File: config.mk
export PLATFORM = sky130hd
export DESIGN_NAME = ad9226_capture_ctrl_flat
export DESIGN_NICKNAME = d
export VERILOG_FILES = /design/src/rtl/ad9226_capture_ctrl_pkg.sv /design/src/rtl/ad9226_capture_ctrl_if.sv /design/src/rtl/ad9226_sclk_gen.sv /design/src/rtl/ad9226_capture_ctrl.sv /design/src/flat_wrapper.sv
export SDC_FILE = /design/constraint.sdc
export NUM_CORES = 1
export LEC_CHECK = 0
export ABC_AREA = 1
export CORE_MARGIN = 2
export CORE_UTILIZATION = 45
export CTS_CLUSTER_DIAMETER = 80
export CTS_CLUSTER_SIZE = 16
export DETAILED_ROUTE_END_ITERATION = 12
export HOLD_SLACK_MARGIN = 0.03
export PLACE_DENSITY = 0.8
export SKIP_CTS_REPAIR_TIMING = 1
export SLEW_MARGIN = 10
export SYNTH_ARGS = -nofsm -noshare
export SYNTH_HDL_FRONTEND = slang
export SYNTH_HIERARCHICAL = 1
export SYNTH_SLANG_ARGS = --single-unit
File: constraint.sdc
create_clock -name clk -period 6.95 [get_ports clk]
set_input_delay 2.085 -clock clk [delete_from_list [all_inputs] [get_ports clk]]
set_output_delay 2.085 -clock clk [all_outputs]
set_load 0.05 [all_outputs]
File: src/rtl/ad9226_capture_ctrl_pkg.sv
// rtl/ad9226_capture_ctrl_pkg.sv - shared types, constants and helpers for the AD9226 capture sequencer
package ad9226_pkg;

    localparam int NUM_CH              = 4;
    localparam int CH_ID_WIDTH         = 2;
    localparam int ADC_DATA_WIDTH_DEF  = 12;
    localparam int AXIS_DATA_WIDTH_DEF = 16;
    localparam int DIV_WIDTH_DEF       = 16;
    localparam int FRAME_WIDTH_DEF     = 16;

    // An empty channel mask would never produce a beat, so it falls back to channel 0
    localparam logic [NUM_CH-1:0] MASK_DEFAULT = 4'b0001;

    typedef enum logic [1:0] {
        ST_IDLE  = 2'd0,
        ST_RUN   = 2'd1,
        ST_DRAIN = 2'd2
    } state_t;

    function automatic logic [NUM_CH-1:0] norm_mask(input logic [NUM_CH-1:0] m);
        return (m == '0) ? MASK_DEFAULT : m;
    endfunction

    // Index of the lowest set bit; the serializer always emits that channel next
    function automatic logic [CH_ID_WIDTH-1:0] lowest_ch(input logic [NUM_CH-1:0] m);
        logic [CH_ID_WIDTH-1:0] r;
        r = '0;
        for (int i = NUM_CH - 1; i >= 0; i--) begin
            if (m[i]) r = CH_ID_WIDTH'(i);
        end
        return r;
    endfunction

endpackage

File: src/rtl/ad9226_capture_ctrl_if.sv
// rtl/ad9226_capture_ctrl_if.sv - sample stream bundle between the sequencer and the DMA/FIFO sink
interface ad9226_capture_ctrl_if
    import ad9226_pkg::*;
#(
    parameter int DATA_WIDTH = AXIS_DATA_WIDTH_DEF
) ();
    logic [DATA_WIDTH-1:0]  tdata;
    logic                   tvalid;
    logic                   tready;
    logic                   tlast;
    logic [CH_ID_WIDTH-1:0] tuser;

    modport master (output tdata, output tvalid, output tlast, output tuser, input tready);
    modport slave  (input tdata, input tvalid, input tlast, input tuser, output tready);
endinterface

File: src/rtl/ad9226_sclk_gen.sv
// rtl/ad9226_sclk_gen.sv - half-period divider producing the ADC sample clock
module ad9226_sclk_gen #(
    parameter int DIV_WIDTH = 16
) (
    input  logic                 clk,
    input  logic                 rst,
    input  logic                 en,
    input  logic                 load,
    input  logic [DIV_WIDTH-1:0] div,
    output logic                 sclk
);
    logic [DIV_WIDTH-1:0] cnt;

    // Count 0..div-1 and toggle on wrap; parked high with the counter cleared when disabled or reloaded
    always_ff @(posedge clk) begin
        if (rst || load || !en) begin
            cnt  <= '0;
            sclk <= 1'b1;
        end else if (cnt == div - DIV_WIDTH'(1)) begin
            cnt  <= '0;
            sclk <= ~sclk;
        end else begin
            cnt <= cnt + DIV_WIDTH'(1);
        end
    end
endmodule

File: src/rtl/ad9226_capture_ctrl.sv
// rtl/ad9226_capture_ctrl.sv - AD9226 capture sequencer: sample clock, set counting, channel serializer
module ad9226_capture_ctrl
    import ad9226_pkg::*;
#(
    parameter int ADC_DATA_WIDTH  = ADC_DATA_WIDTH_DEF,
    parameter int AXIS_DATA_WIDTH = AXIS_DATA_WIDTH_DEF,
    parameter int DIV_WIDTH       = DIV_WIDTH_DEF,
    parameter int FRAME_WIDTH     = FRAME_WIDTH_DEF
) (
    input  logic                      clk,
    input  logic                      rst,
    input  logic                      start,
    input  logic                      stop,
    input  logic [DIV_WIDTH-1:0]      cfg_div,
    input  logic [FRAME_WIDTH-1:0]    cfg_frame_len,
    input  logic [NUM_CH-1:0]         cfg_ch_mask,
    output logic                      busy,
    output logic                      done,
    output logic                      overflow,
    output logic                      adc_clk_sample,
    input  logic                      adc_eoc,
    input  logic [ADC_DATA_WIDTH-1:0] adc_data0,
    input  logic [ADC_DATA_WIDTH-1:0] adc_data1,
    input  logic [ADC_DATA_WIDTH-1:0] adc_data2,
    input  logic [ADC_DATA_WIDTH-1:0] adc_data3,
    ad9226_capture_ctrl_if.master     m_axis
);
    state_t                    state, state_nxt;
    logic                      eoc_q, eoc_q2, eoc_rise;
    logic [DIV_WIDTH-1:0]      div_l;
    logic [FRAME_WIDTH-1:0]    frame_len_l, set_cnt, cnt_inc;
    logic [NUM_CH-1:0]         mask_l, pending, ch_onehot;
    logic [ADC_DATA_WIDTH-1:0] hold [NUM_CH];
    logic                      last_set;
    logic                      start_ok, capture, drop, frame_hit, tvalid, beat_fire;
    logic [CH_ID_WIDTH-1:0]    ch;

    assign start_ok  = (state == ST_IDLE) && start;
    assign eoc_rise  = eoc_q && !eoc_q2;
    assign capture   = (state == ST_RUN) && eoc_rise && (pending == '0);
    assign drop      = (state == ST_RUN) && eoc_rise && (pending != '0);
    // Saturating increment keeps a long continuous run from wrapping back onto frame_len
    assign cnt_inc   = (set_cnt == '1) ? set_cnt : set_cnt + FRAME_WIDTH'(1);
    assign frame_hit = capture && (frame_len_l != '0) && (cnt_inc == frame_len_l);

    assign ch        = lowest_ch(pending);
    assign ch_onehot = NUM_CH'(1) << ch;
    assign tvalid    = (state != ST_IDLE) && (pending != '0);
    assign beat_fire = tvalid && m_axis.tready;

    assign busy            = (state != ST_IDLE);
    assign m_axis.tvalid   = tvalid;
    assign m_axis.tdata    = tvalid ? AXIS_DATA_WIDTH'(hold[ch]) : '0;
    assign m_axis.tuser    = tvalid ? ch : '0;
    // Final beat of the final set: exactly one pending bit left
    assign m_axis.tlast    = tvalid && last_set && ((pending & (pending - NUM_CH'(1))) == '0);

    // End-of-conversion synchronizer and edge history
    always_ff @(posedge clk) begin
        if (rst) begin
            eoc_q  <= 1'b0;
            eoc_q2 <= 1'b0;
        end else begin
            eoc_q  <= adc_eoc;
            eoc_q2 <= eoc_q;
        end
    end

    // FSM state register
    always_ff @(posedge clk) begin
        if (rst) state <= ST_IDLE;
        else     state <= state_nxt;
    end

    // FSM next state and the done pulse
    always_comb begin
        state_nxt = state;
        done      = 1'b0;
        case (state)
            ST_IDLE:  if (start) state_nxt = ST_RUN;
            ST_RUN:   if (stop || frame_hit) state_nxt = ST_DRAIN;
            ST_DRAIN: if (pending == '0) begin
                done      = 1'b1;
                state_nxt = ST_IDLE;
            end
            default:  state_nxt = ST_IDLE;
        endcase
    end

    // Config latch, set capture/drop, pending-channel bookkeeping and sticky overflow
    always_ff @(posedge clk) begin
        if (rst) begin
            div_l       <= '0;
            frame_len_l <= '0;
            mask_l      <= '0;
            set_cnt     <= '0;
            pending     <= '0;
            last_set    <= 1'b0;
            overflow    <= 1'b0;
            for (int i = 0; i < NUM_CH; i++) hold[i] <= '0;
        end else if (start_ok) begin
            div_l       <= (cfg_div < DIV_WIDTH'(2)) ? DIV_WIDTH'(2) : cfg_div;
            frame_len_l <= cfg_frame_len;
            mask_l      <= norm_mask(cfg_ch_mask);
            set_cnt     <= '0;
            pending     <= '0;
            last_set    <= 1'b0;
            overflow    <= 1'b0;
        end else begin
            if (capture) begin
                hold[0]  <= adc_data0;
                hold[1]  <= adc_data1;
                hold[2]  <= adc_data2;
                hold[3]  <= adc_data3;
                pending  <= mask_l;
                set_cnt  <= cnt_inc;
                last_set <= frame_hit || stop;
            end else begin
                if (beat_fire) pending <= pending & ~ch_onehot;
                // A stop without a new set marks whatever is still pending as the final set
                if ((state == ST_RUN) && stop) last_set <= 1'b1;
            end
            if (drop) overflow <= 1'b1;
        end
    end

    ad9226_sclk_gen #(
        .DIV_WIDTH (DIV_WIDTH)
    ) u_sclk_gen (
        .clk  (clk),
        .rst  (rst),
        .en   (state == ST_RUN),
        .load (start_ok),
        .div  (div_l),
        .sclk (adc_clk_sample)
    );
endmodule

File: src/flat_wrapper.sv
// flat-port wrapper written by rule: the top's interface ports become plain ports
module ad9226_capture_ctrl_flat import ad9226_pkg::*;
#(
    parameter int ADC_DATA_WIDTH  = ADC_DATA_WIDTH_DEF,
    parameter int AXIS_DATA_WIDTH = AXIS_DATA_WIDTH_DEF,
    parameter int DIV_WIDTH       = DIV_WIDTH_DEF,
    parameter int FRAME_WIDTH     = FRAME_WIDTH_DEF
)
  (clk, rst, start, stop, cfg_div, cfg_frame_len, cfg_ch_mask, busy, done, overflow, adc_clk_sample, adc_eoc, adc_data0, adc_data1, adc_data2, adc_data3, m_axis_tdata, m_axis_tvalid, m_axis_tlast, m_axis_tuser, m_axis_tready);
  ad9226_capture_ctrl_if #(.DATA_WIDTH(16)) m_axis_i ();
  input  logic clk;
  input  logic rst;
  input  logic start;
  input  logic stop;
  input  logic [DIV_WIDTH-1:0] cfg_div;
  input  logic [FRAME_WIDTH-1:0] cfg_frame_len;
  input  logic [NUM_CH-1:0] cfg_ch_mask;
  output logic busy;
  output logic done;
  output logic overflow;
  output logic adc_clk_sample;
  input  logic adc_eoc;
  input  logic [ADC_DATA_WIDTH-1:0] adc_data0;
  input  logic [ADC_DATA_WIDTH-1:0] adc_data1;
  input  logic [ADC_DATA_WIDTH-1:0] adc_data2;
  input  logic [ADC_DATA_WIDTH-1:0] adc_data3;
  output wire logic [$bits(m_axis_i.tdata)-1:0] m_axis_tdata;
  output wire logic [$bits(m_axis_i.tvalid)-1:0] m_axis_tvalid;
  output wire logic [$bits(m_axis_i.tlast)-1:0] m_axis_tlast;
  output wire logic [$bits(m_axis_i.tuser)-1:0] m_axis_tuser;
  input wire logic [$bits(m_axis_i.tready)-1:0] m_axis_tready;
  assign m_axis_tdata = m_axis_i.tdata;
  assign m_axis_tvalid = m_axis_i.tvalid;
  assign m_axis_tlast = m_axis_i.tlast;
  assign m_axis_tuser = m_axis_i.tuser;
  assign m_axis_i.tready = m_axis_tready;
  ad9226_capture_ctrl #(.ADC_DATA_WIDTH(ADC_DATA_WIDTH), .AXIS_DATA_WIDTH(AXIS_DATA_WIDTH), .DIV_WIDTH(DIV_WIDTH), .FRAME_WIDTH(FRAME_WIDTH)) u_core (.clk(clk), .rst(rst), .start(start), .stop(stop), .cfg_div(cfg_div), .cfg_frame_len(cfg_frame_len), .cfg_ch_mask(cfg_ch_mask), .busy(busy), .done(done), .overflow(overflow), .adc_clk_sample(adc_clk_sample), .adc_eoc(adc_eoc), .adc_data0(adc_data0), .adc_data1(adc_data1), .adc_data2(adc_data2), .adc_data3(adc_data3), .m_axis(m_axis_i));
endmodule
Word-level counts from Yosys, hierarchy flattened

Memories as Yosys holds them, arrays and structs flattened.
Cells that the tools add are included.

Register bits after elaboration: 79
Bits in writable memories: 48
Output and inout bits: 24
Word-level logic and storage cells: 93
Memories: 1

$add $sub $neg: 4
Order comparisons: 1
Eq/ne operators: 8
Shift-type cells: 1
Multiplexer cells: 29
Bitwise gates (word level): 8
Reductions and logical operators: 29

Memories:

| name        | words | width | rd ports | clocked after memory_dff | wr ports | line                      | RTL |
|---|---|---|---|---|---|---|---|
| u_core.hold | 4     | 12    | 1        | 0                        | 4        | ad9226_capture_ctrl.sv:33 | `logic [ADC_DATA_WIDTH-1:0] hold [NUM_CH];` |

Operators with widths:

| cell                    | number |
|---|---|
| $mux W12                | 5 |
| $add A16 B1 Y16 const B | 2 |
| $eq A16 B16 Y1          | 2 |
| $mux W16                | 2 |
| $eq A16 B16 Y1 const B  | 1 |
| $lt A16 B2 Y1 const B   | 1 |
| $mux W2                 | 8 |
| $reduce_bool A16 Y1     | 1 |
| $sub A16 B1 Y16 const B | 1 |
| $logic_and A1 B1 Y1     | 12 |
| $logic_not A4 Y1        | 3 |
| $mux W4                 | 3 |
| $mux W1                 | 10 |
| $and A4 B4 Y4           | 2 |
| $pmux W2 S3             | 1 |
| $reduce_bool A2 Y1      | 3 |
| $ne A2 B1 Y1 const B    | 2 |
| $not A4 Y4              | 1 |
| $or A1 B1 Y1            | 4 |
| $reduce_bool A4 Y1      | 1 |
| $reduce_or A2 Y1        | 2 |
| $shl A1 B2 Y4 const A   | 1 |
| $sub A4 B1 Y4 const B   | 1 |
| $logic_or A1 B1 Y1      | 3 |
| 7 further kinds         | 8 |

Longest topological paths before layout

Gate-level depths: netlist of run 1.

Depth after elaboration: 9
Depth in mapped cells: 16

Cells and area by module

Netlist of run 1, hierarchy kept.

Modules (own cells, without submodules):

| module              | instances | cells an instance | area an instance (um2) |
|---|---|---|---|
| ad9226_capture_ctrl | 1         | 691               | 5366.4 |
| ad9226_sclk_gen     | 1         | 237               | 1461.4 |

Least setup slack after synthesis of run 1

Ideal clock, no wire load.

Kind: register to output
Start point: register u_core.pending[0]
End point: output m_axis_tlast
Arrival time: 2738 ps
Setup slack: 2127 ps
Cell stages (with the launch flop): 7
Buffers on the path: 1
Cell sequence: dfxtp_1 > or2_1 > buf_2 > nor2_4 > nor2_1 > nand2_1 > a211oi_1

Cells in the longest elaborated chain, start to end: 4
Elaborated cells on any way between the ends: 7
Those cells by class: 1 x add/sub; 1 x bitwise; 5 x reduce/logical

RTL lines:

| what                              | line                       | RTL |
|---|---|---|
| start, declared                   | ad9226_capture_ctrl.sv:32  | `logic [NUM_CH-1:0] mask_l, pending, ch_onehot;` |
| start signal, assigned            | ad9226_capture_ctrl.sv:115 | `pending <= mask_l;` |
| start signal, assigned            | ad9226_capture_ctrl.sv:119 | `if (beat_fire) pending <= pending & ~ch_onehot;` |
| $reduce_bool A4 Y1                | ad9226_capture_ctrl.sv:48  | `assign tvalid = (state != ST_IDLE) && (pending != '0);` |
| $logic_and A1 B1 Y1               | ad9226_capture_ctrl.sv:48  |  |
| via m_axis_tvalid                 | flat_wrapper.sv:28         | `output wire logic [$bits(m_axis_i.tvalid)-1:0] m_axis_tvalid;` |
| $logic_and A1 B1 Y1 (2 in series) | ad9226_capture_ctrl.sv:56  | `assign m_axis.tlast = tvalid && last_set && ((pending & (pending - NUM_CH'(1))) == '0);` |
| end, declared                     | flat_wrapper.sv:29         | `output wire logic [$bits(m_axis_i.tlast)-1:0] m_axis_tlast;` |

The timed path passes the listed nets, and every way through them passes these cells.

Worst setup path after layout of run 1

Start point: register u_core.pending[2]
End point: output m_axis_tdata[10]

Cells in the longest elaborated chain, start to end: 5
Elaborated cells on any way between the ends: 7
Those cells by class: 4 x mux; 2 x reduce/logical; 1 x memory

RTL lines:

| what                  | line                          | RTL |
|---|---|---|
| $mux W2 (3 in series) | ad9226_capture_ctrl_pkg.sv:29 | `if (m[i]) r = CH_ID_WIDTH'(i);` |
| $mem_v2 Z4 W12        | -                             |  |
| $mux W12 *            | ad9226_capture_ctrl.sv:53     | `assign m_axis.tdata = tvalid ? AXIS_DATA_WIDTH'(hold[ch]) : '0;` |
| end, declared         | flat_wrapper.sv:27            | `output wire logic [$bits(m_axis_i.tdata)-1:0] m_axis_tdata;` |

Every way passes the cells marked *; elsewhere a longest branch is shown, timed or not.

==> results of run 1 <==
[metrics by stage]
step,cell area [um2],instances
5_1_grt,8610,1230
3_5_place_dp,8030,1198
6_report,8610,1230
4_1_cts,8610,1230
2_1_floorplan,6840,931
3_3_place_gp,8030,1198
[path summary, 6_finish.rpt]
path,slack (ns),cells past startpoint,startpoint,to
hold reg to reg,0.44,2,u_core/eoc_q$_SDFF_PP0_,u_core/eoc_q2$_SDFF_PP0_
setup reg to reg,4.43,4,u_core/pending[0]$_SDFFE_PP0P_,u_core/hold[0][11]$_SDFFCE_PN0P_
setup / recovery,1.67,7,u_core/pending[2]$_SDFFE_PP0P_,m_axis_tdata[10]
hold / removal,0.44,2,u_core/eoc_q$_SDFF_PP0_,u_core/eoc_q2$_SDFF_PP0_
[state kept, by name, indices dropped and copies added (netlist names)]
name                    count
u_core/div_l               16
u_core/eoc_q                1
u_core/u_sclk_gen/cnt      16
u_core/eoc_q2               1
u_core/last_set             1
u_core/u_sclk_gen/sclk      1
u_core/set_cnt             16
u_core/hold                48
u_core/mask_l               4
u_core/frame_len_l         16
u_core/state                2
u_core/pending              4
u_core/overflow             1
[worst register-to-register path: stages (launching register included)]
cell and delay [ns]:
dfxtp_1 0.34, or2_1 0.34, nor2_4 0.17, nand2_2 0.32, nand2_2 0.95
[power groups by stage]
stage	logic (mW)	registers (mW)	clock network, mW
2_1_floorplan	0.156	0.836	0
3_3_place_gp	0.239	0.843	0
3_5_place_dp	0.243	0.843	0
4_1_cts	0.244	0.828	0.894
5_1_grt	0.275	0.832	0.927
6_report	0.244	0.829	0.881
[cell families after synthesis]
| logic type | share of synthesized area, % |
|---|---|
| simple gates | 29.2 |
| other cells | 0.0549 |
| xor+xnor | 3.96 |
| buf+inv | 11.2 |
| fa+ha+maj | 0.550 |
| flops | 44.3 |
| compound gates | 10.8 |
[cell usage in the layout, fill, tap and decap left out, types with 14 or more instances in the layout]
cell,n
nand2_1,185
inv_1,157
nor2_1,144
clkdlybuf4s50_1,109
dfxtp_1,79
o21ai_0,63
nand3_1,48
edfxtp_1,48
a21oi_1,22
xor2_1,22
nor2_2,20
clkbuf_16,17
nand2_2,14
[layout make-up]
class	instances	area, um2	area share (%)
multi-input cells	612	3060	35.5
flip-flops and latches	127	3020	35.1
repair buffers	112	1110	12.9
inverters	159	597	6.93
clock buffers	17	425	4.94
well taps	188	235	2.73
clock inverters	15	161	1.87
[routing by layer]
layer	wire [um]	part of all wire, %
met3	1020	6.2
met1	7550	45
met4	382	2.3
met5	0	0
met2	7680	46
==> flow_summary.ini, run 1 <==
[worst_setup_path]
cp_max_fo = 13
critPathBufInv = 3
slowest_stage = clkdlybuf4s50_1
cpMostUsedCell = inv_1
slowest_delay_ns = 0.74
crit_family = buffers and inverters
path_cells = inv_1 > nand2_1 > a21oi_1 > inv_1 > o21ai_0 > a31oi_1 > clkdlybuf4s50_1
startpoint_type = flip-flop
end_kind = output port
cp.required_ns = 4.87
critPathArrivalTime_ns = 3.19
path_class = reg2out

[placed_design]
numPortBuffers = 109
gp_congestion = 0.908
hpwl_um = 12100
place_ws_ns = 2.16

[yosys]
synth.avg_cell_area_um2 = 7.36
syn_area_mm2 = 0.00683
synth_top_cells_by_area = dfxtp_1 23%, edfxtp_1 21%, nand2_1 10%
yosysTopAreaCell = dfxtp_1
synth_common_cells = 186 x nand2_1, 157 x inv_1, 145 x nor2_1
synth_seq_cells = 127
synth_warnings = 6
synth_edf_count = 48
synth_top_area_share_pct = 23.2
ys.flop_type = dfxtp_1
synthDistinctLibCells = 42
synth_seq_area_share_pct = 44.3
synth.most_common_cell = nand2_1
synthCells = 928
synthArstFlopShare_pct = 0

[timing]
hold_viol_final = 0
setup_viol_count_final = 0
grt_setup_unrepaired = false
max_freq_ghz = 0.189
slew_viol_final = 0
hold_ws_ns = 0.442
setup_tns_ns = 0
fin_crit_sh_pct = 75.9
worstMarginPinSlew_ns = 1.11
timing.final.ws_setup_ns = 1.67
finClkSkew_ns = 0.00827
post-route-min-period_ns = 5.28
maxSlewHeadroom_pct = 25.7

[drt]
drtPass1Iterations = 5
route.detailed.drc = 0
wl_per_cell_um = 13.5
ant_nets = 0
wirelength_um = 16600
via_count = 6118
drt_iter0_markers = 441
vias_per_cell = 4.97

[pwr]
internal-power_mw = 1.44
power_density_mw_per_mm2 = 227
pwr-share-comb_pct = 12.5
p_leak_nw = 3.73
p_clk_share_pct = 45.1
power_mw = 1.95
swShare_pct = 26.2
p_sw_uw = 513
vdd_drop_max_mv = 0.176
pwr-share-seq_pct = 42.4

[floorplanning]
io_pins = 114
coreArea_mm2 = 0.0150
start_util_pct = 45.4
dieWidth_um = 127
die_h_um = 127
die_area_mm2 = 0.0162
num_rows = 45

[run]
max_cap_violations = 0

[cts]
cts_made_buffers = 17
cts_root_buf = clkbuf_16
cts.clk_slew.worst_paths_ns = 0.06
cts_buffer_depth = 2
clock-sinks = 127
worstSkewPairLatency_ns = 0.42
cts_tree = built
h-tree-depth = 4

[run_status]
status = completed

[final_layout]
n_fill_cell = 1363
antenna_cells = 0
nets = 1122
area_growth_pct = 26.1
fin_util_pct = 57.3
drive_above_1_share_pct = 8.35

[hold_path]
hold_class = reg2reg

[grt]
grt_pass1_wl_um = 27200
grt_overflow_total = 0
grt_use_met1_pct = 27.3
grt.busiest_layer = met2
met2_usage_pct = 34.1
grt_max_degree = 52
use_met3_pct = 6.28
grt_pass1_vias = 5693
antenna_found_initial = 0
track_usage_pct = 21.3
No activity file was read; power rests on OpenSTA's default activity.
==> run 2: changes to the inputs <==
==> constraint.sdc (replaced) <==
create_clock -name clk -period 5.2 [get_ports clk]
set_input_delay 1.56 -clock clk [delete_from_list [all_inputs] [get_ports clk]]
set_output_delay 1.56 -clock clk [all_outputs]
set_load 0.05 [all_outputs]
==> flow_summary.ini, run 2 (synthesis results as in run 1) <==
[worst_setup_path]
slowest_delay_ns = 0.88
critPathBufInv = 1
reg2reg_depth = 4
end_kind = output port
critPathArrivalTime_ns = 3.14
cp_max_fo = 13
cp_num_cells = 5
startpoint_type = flip-flop
cp.required_ns = 3.64
path_class = reg2out
slowest_stage = clkdlybuf4s50_1
path_cells = or2_1 > nor2_1 > o21ai_0 > a211oi_1 > clkdlybuf4s50_1
crit_family = simple AND/OR/NAND/NOR gates

[timing]
hold_viol_final = 0
slew_viol_final = 0
finClkSkew_ns = 0.00739
setup_tns_ns = 0
fin_crit_sh_pct = 90.4
max_freq_ghz = 0.213
grt_setup_unrepaired = false
post-route-min-period_ns = 4.70
maxSlewHeadroom_pct = 28.0
worstMarginPinSlew_ns = 1.08
setup_viol_count_final = 0

[final_layout]
area_growth_pct = 26.6
antenna_cells = 0
final_common_cell = nand2_1
drive_above_1_share_pct = 8.34
mostFrequentLayoutCells = 185 x nand2_1, 157 x inv_1, 144 x nor2_1, 109 x clkdlybuf4s50_1, 79 x dfxtp_1
n_fill_cell = 1331
largest_register_ffs = 48
nets = 1123
regMostFlops = u_core/hold

[pwr]
pwr-share-comb_pct = 12.4
p_leak_nw = 3.75
vdd_drop_max_mv = 0.236
swShare_pct = 25.6
p_clk_share_pct = 45.9
p_sw_uw = 679
internal-power_mw = 1.98
power_density_mw_per_mm2 = 307
pwr-share-seq_pct = 41.7
power_mw = 2.66

[cts]
cts_tree = built
h-tree-depth = 4
cts_buffer_depth = 2
clock-sinks = 127
cts.clk_slew.worst_paths_ns = 0.06
worstSkewPairLatency_ns = 0.42
cts_root_buf = clkbuf_16
cts_made_buffers = 17

[floorplanning]
num_rows = 45
dieWidth_um = 127
die_h_um = 127
die_area_mm2 = 0.0162
start_util_pct = 45.4
io_pins = 114
coreArea_mm2 = 0.0150

[drt]
vias_per_cell = 5.02
wirelength_um = 16600
drt_iter0_markers = 415
wl_per_cell_um = 13.5
drtPass1Iterations = 5
via_count = 6175
route.detailed.drc = 0
ant_nets = 0

[grt]
grt_pass1_vias = 5727
antenna_found_initial = 0
track_usage_pct = 21.3
grt_pass1_wl_um = 27300
grt_max_degree = 52
grt_overflow_total = 0

[run]
max_cap_violations = 0

[placed_design]
hpwl_um = 11900
numPortBuffers = 109
gp_congestion = 0.923

[run_status]
status = completed

[hold_path]
hold_class = reg2reg
min_path_cells = 2
-- run 2: cell type report --
| cell class | count | area (um2) | area share [%] |
|---|---|---|---|
| clock buffer | 17 | 425 | 4.92 |
| clock inverter | 15 | 185 | 2.14 |
| inverter | 159 | 597 | 6.91 |
| multi-input combinational | 612 | 3060 | 35.4 |
| sequential | 127 | 3020 | 35.0 |
| tap | 188 | 235 | 2.72 |
| timing repair buffer | 113 | 1120 | 13.0 |
-- run 2: worst paths after layout --
check	end	slack (ns)	from
max	m_axis_tlast	0.50	u_core/pending[0]$_SDFFE_PP0P_
min	u_core/eoc_q2$_SDFF_PP0_	0.43	u_core/eoc_q$_SDFF_PP0_
max reg2reg	u_core/hold[0][11]$_SDFFCE_PN0P_	2.72	u_core/state[0]$_SDFFE_PP0P_
min reg2reg	u_core/eoc_q2$_SDFF_PP0_	0.43	u_core/eoc_q$_SDFF_PP0_
-- run 2: layer usage --
layer / wire (um) / up-vias / track usage [%]
li1: - / 3146 / -
met1: 7440 / 2820 / 27.2
met2: 7830 / 184 / 35.2
met3: 1070 / 25 / 5.95
met4: 306 / 0 / 7.18
met5: 0 / - / 0
-- run 2: per-stage QoR --
step / utilization [%] / area, um2 / instances / hold slack [ns] / setup slack [ns]
after floorplan: - / 6840 / 931 / 0.411 / 0.902
after global placement: 53.4 / 8030 / 1199 / 0.420 / 1.07
after detailed placement: 53.4 / 8030 / 1199 / 0.426 / 0.914
after CTS: 57.5 / 8640 / 1231 / 0.435 / 0.472
after global routing: 57.5 / 8640 / 1231 / 0.467 / 0.266
final: 57.5 / 8640 / 1231 / 0.432 / 0.501
-- run 2: power groups by stage --
stage	clock network [mW]	registers, mW	logic [mW]
floorplan	0	1.12	0.209
global placement	0	1.13	0.320
detailed placement	0	1.13	0.326
CTS	1.24	1.11	0.328
global route	1.28	1.11	0.369
finish	1.22	1.11	0.329
-- run 2: worst reg2reg max path, stage by stage (launching register included) --
cell	delay, ns
dfxtp_1	0.38
nand2_1	0.11
nor3_1	0.30
nand2_2	0.37
nand2_2	0.92
==> run 3: changes to the inputs <==
--- a/config.mk
+++ b/config.mk
@@ -7,12 +7,12 @@
 export LEC_CHECK = 0
 export ABC_AREA = 1
 export CORE_MARGIN = 2
-export CORE_UTILIZATION = 45
+export CORE_UTILIZATION = 35
 export CTS_CLUSTER_DIAMETER = 80
 export CTS_CLUSTER_SIZE = 16
 export DETAILED_ROUTE_END_ITERATION = 12
 export HOLD_SLACK_MARGIN = 0.03
-export PLACE_DENSITY = 0.8
+export PLACE_DENSITY = 0.7
 export SKIP_CTS_REPAIR_TIMING = 1
 export SLEW_MARGIN = 10
 export SYNTH_ARGS = -nofsm -noshare
==> constraint.sdc (replaced) <==
create_clock -name clk -period 3.95 [get_ports clk]
set_input_delay 1.185 -clock clk [delete_from_list [all_inputs] [get_ports clk]]
set_output_delay 1.185 -clock clk [all_outputs]
set_load 0.05 [all_outputs]
==> flow_summary.ini, run 3 (synthesis results as in run 1) <==
[cts]
cts.clk_slew.worst_paths_ns = 0.06
cts_root_buf = clkbuf_16
cts_tree = built
cts_buffer_depth = 2
cts_made_buffers = 17
clock-sinks = 127
h-tree-depth = 4
worstSkewPairLatency_ns = 0.43

[worst_setup_path]
end_kind = output port
critPathArrivalTime_ns = 2.44
path_class = reg2out
startpoint_type = flip-flop
cp_max_fo = 8
cp.required_ns = 2.76
slowest_delay_ns = 0.86
slowest_stage = clkdlybuf4s50_1
path_cells = or2_1 > nor2_4 > inv_1 > nor3_1 > clkdlybuf4s50_1

[grt]
grt_pass1_wl_um = 27400
track_usage_pct = 17.0
antenna_found_initial = 0
grt_max_degree = 52
grt_pass1_vias = 5696
grt_overflow_total = 0

[final_layout]
regMostFlops = u_core/hold
final_common_cell = nand2_1
mostFrequentLayoutCells = 185 x nand2_1, 157 x inv_1, 144 x nor2_1, 95 x clkdlybuf4s50_1, 79 x dfxtp_1
antenna_cells = 0
area_growth_pct = 28.1
n_fill_cell = 1934
nets = 1130
largest_register_ffs = 48
final-seq-area_mm2 = 0.00302
multi_input_area_mm2 = 0.00306
stdcell_count = 1315
drive_above_1_share_pct = 10.4

[run]
max_cap_violations = 0

[pwr]
power_density_mw_per_mm2 = 393
vdd_drop_max_mv = 0.339
p_leak_nw = 3.82

[drt]
drtPass1Iterations = 5
wl_per_cell_um = 12.9
drt_iter0_markers = 371
via_count = 6055
vias_per_cell = 4.60
ant_nets = 0
route.detailed.drc = 0
wirelength_um = 17000

[timing]
slew_viol_final = 0
setup_tns_ns = 0
fin_crit_sh_pct = 91.8
post-route-min-period_ns = 3.62
setup_viol_count_final = 0
grt_setup_unrepaired = false
hold_ws_ns = 0.434
worstMarginPinSlew_ns = 0.586
maxSlewHeadroom_pct = 60.8
finClkSkew_ns = 0.0122
hold_viol_final = 0
max_freq_ghz = 0.276

[floorplanning]
coreArea_mm2 = 0.0193
io_pins = 114
die_h_um = 144
die_area_mm2 = 0.0206
dieWidth_um = 144
num_rows = 51
start_util_pct = 35.4

[placed_design]
gp_congestion = 0.891
numPortBuffers = 109
hpwl_um = 12500
dpl.cell_count = 1283

[hold_path]
hold_class = reg2reg

[run_status]
status = completed
==> run 3: cell count changes in the layout (fill, tap and decap cells not counted), sizes merged <==
cell	change
clkinv	+1
buf	+21
bufinv	-3
clkinvlp	-3
clkdlybuf4s50	-14
inv	+5
==> run 3: stage by stage <==
| step | utilization, % | cell area (um2) | worst slack, ns | total power, mW |
|---|---|---|---|---|
| after floorplan | - | 6840 | 0.0274 | 1.75 |
| after global placement | 42.3 | 8160 | 0.769 | 1.91 |
| after detailed placement | 42.3 | 8160 | 0.738 | 1.92 |
| after CTS | 45.4 | 8750 | 0.268 | 3.47 |
| after global routing | 45.4 | 8750 | 0.182 | 3.58 |
| final | 45.4 | 8750 | 0.325 | 3.44 |
==> run 3: final timing paths <==
check	start	end	slack, ns	depth (start not counted)
hold reg to reg	u_core/eoc_q$_SDFF_PP0_	u_core/eoc_q2$_SDFF_PP0_	0.43	2
setup / recovery	u_core/pending[0]$_SDFFE_PP0P_	done	0.33	5
hold / removal	u_core/eoc_q$_SDFF_PP0_	u_core/eoc_q2$_SDFF_PP0_	0.43	2
setup reg to reg	u_core/pending[0]$_SDFFE_PP0P_	u_core/hold[2][8]$_SDFFCE_PN0P_	1.46	7
==> run 3: layout make-up <==
class	count	share of cell area (%)
clock inverter	15	1.89
inverter	159	6.82
timing repair buffer	120	13.2
tap	265	3.79
sequential	127	34.5
multi-input combinational	612	34.9
clock buffer	17	4.86
==> run 3: worst max-delay path: cells and delay by family, from the launching register on <==
family / cells / cell delay, ns
simple gates: 3 / 0.74
buf+inv: 2 / 0.93
flops: 1 / 0.34
==> run 3: metal layers <==
metal / vias up / GRT usage [%] / routed length, um
li1: 3163 / - / -
met1: 2720 / 21.8 / 7790
met2: 154 / 27.8 / 7990
met3: 18 / 4.30 / 910
met4: 0 / 6.04 / 285
met5: - / 0 / 0
==> run 3: power breakdown <==
part / internal, mW / leakage [nW] / switching (mW) / total [mW]
logic: 0.189 / 2.40 / 0.251 / 0.440
registers: 1.42 / 1.14 / 0.0357 / 1.45
clock network: 0.848 / 0.287 / 0.697 / 1.54
total: 2.45 / 3.82 / 0.983 / 3.44
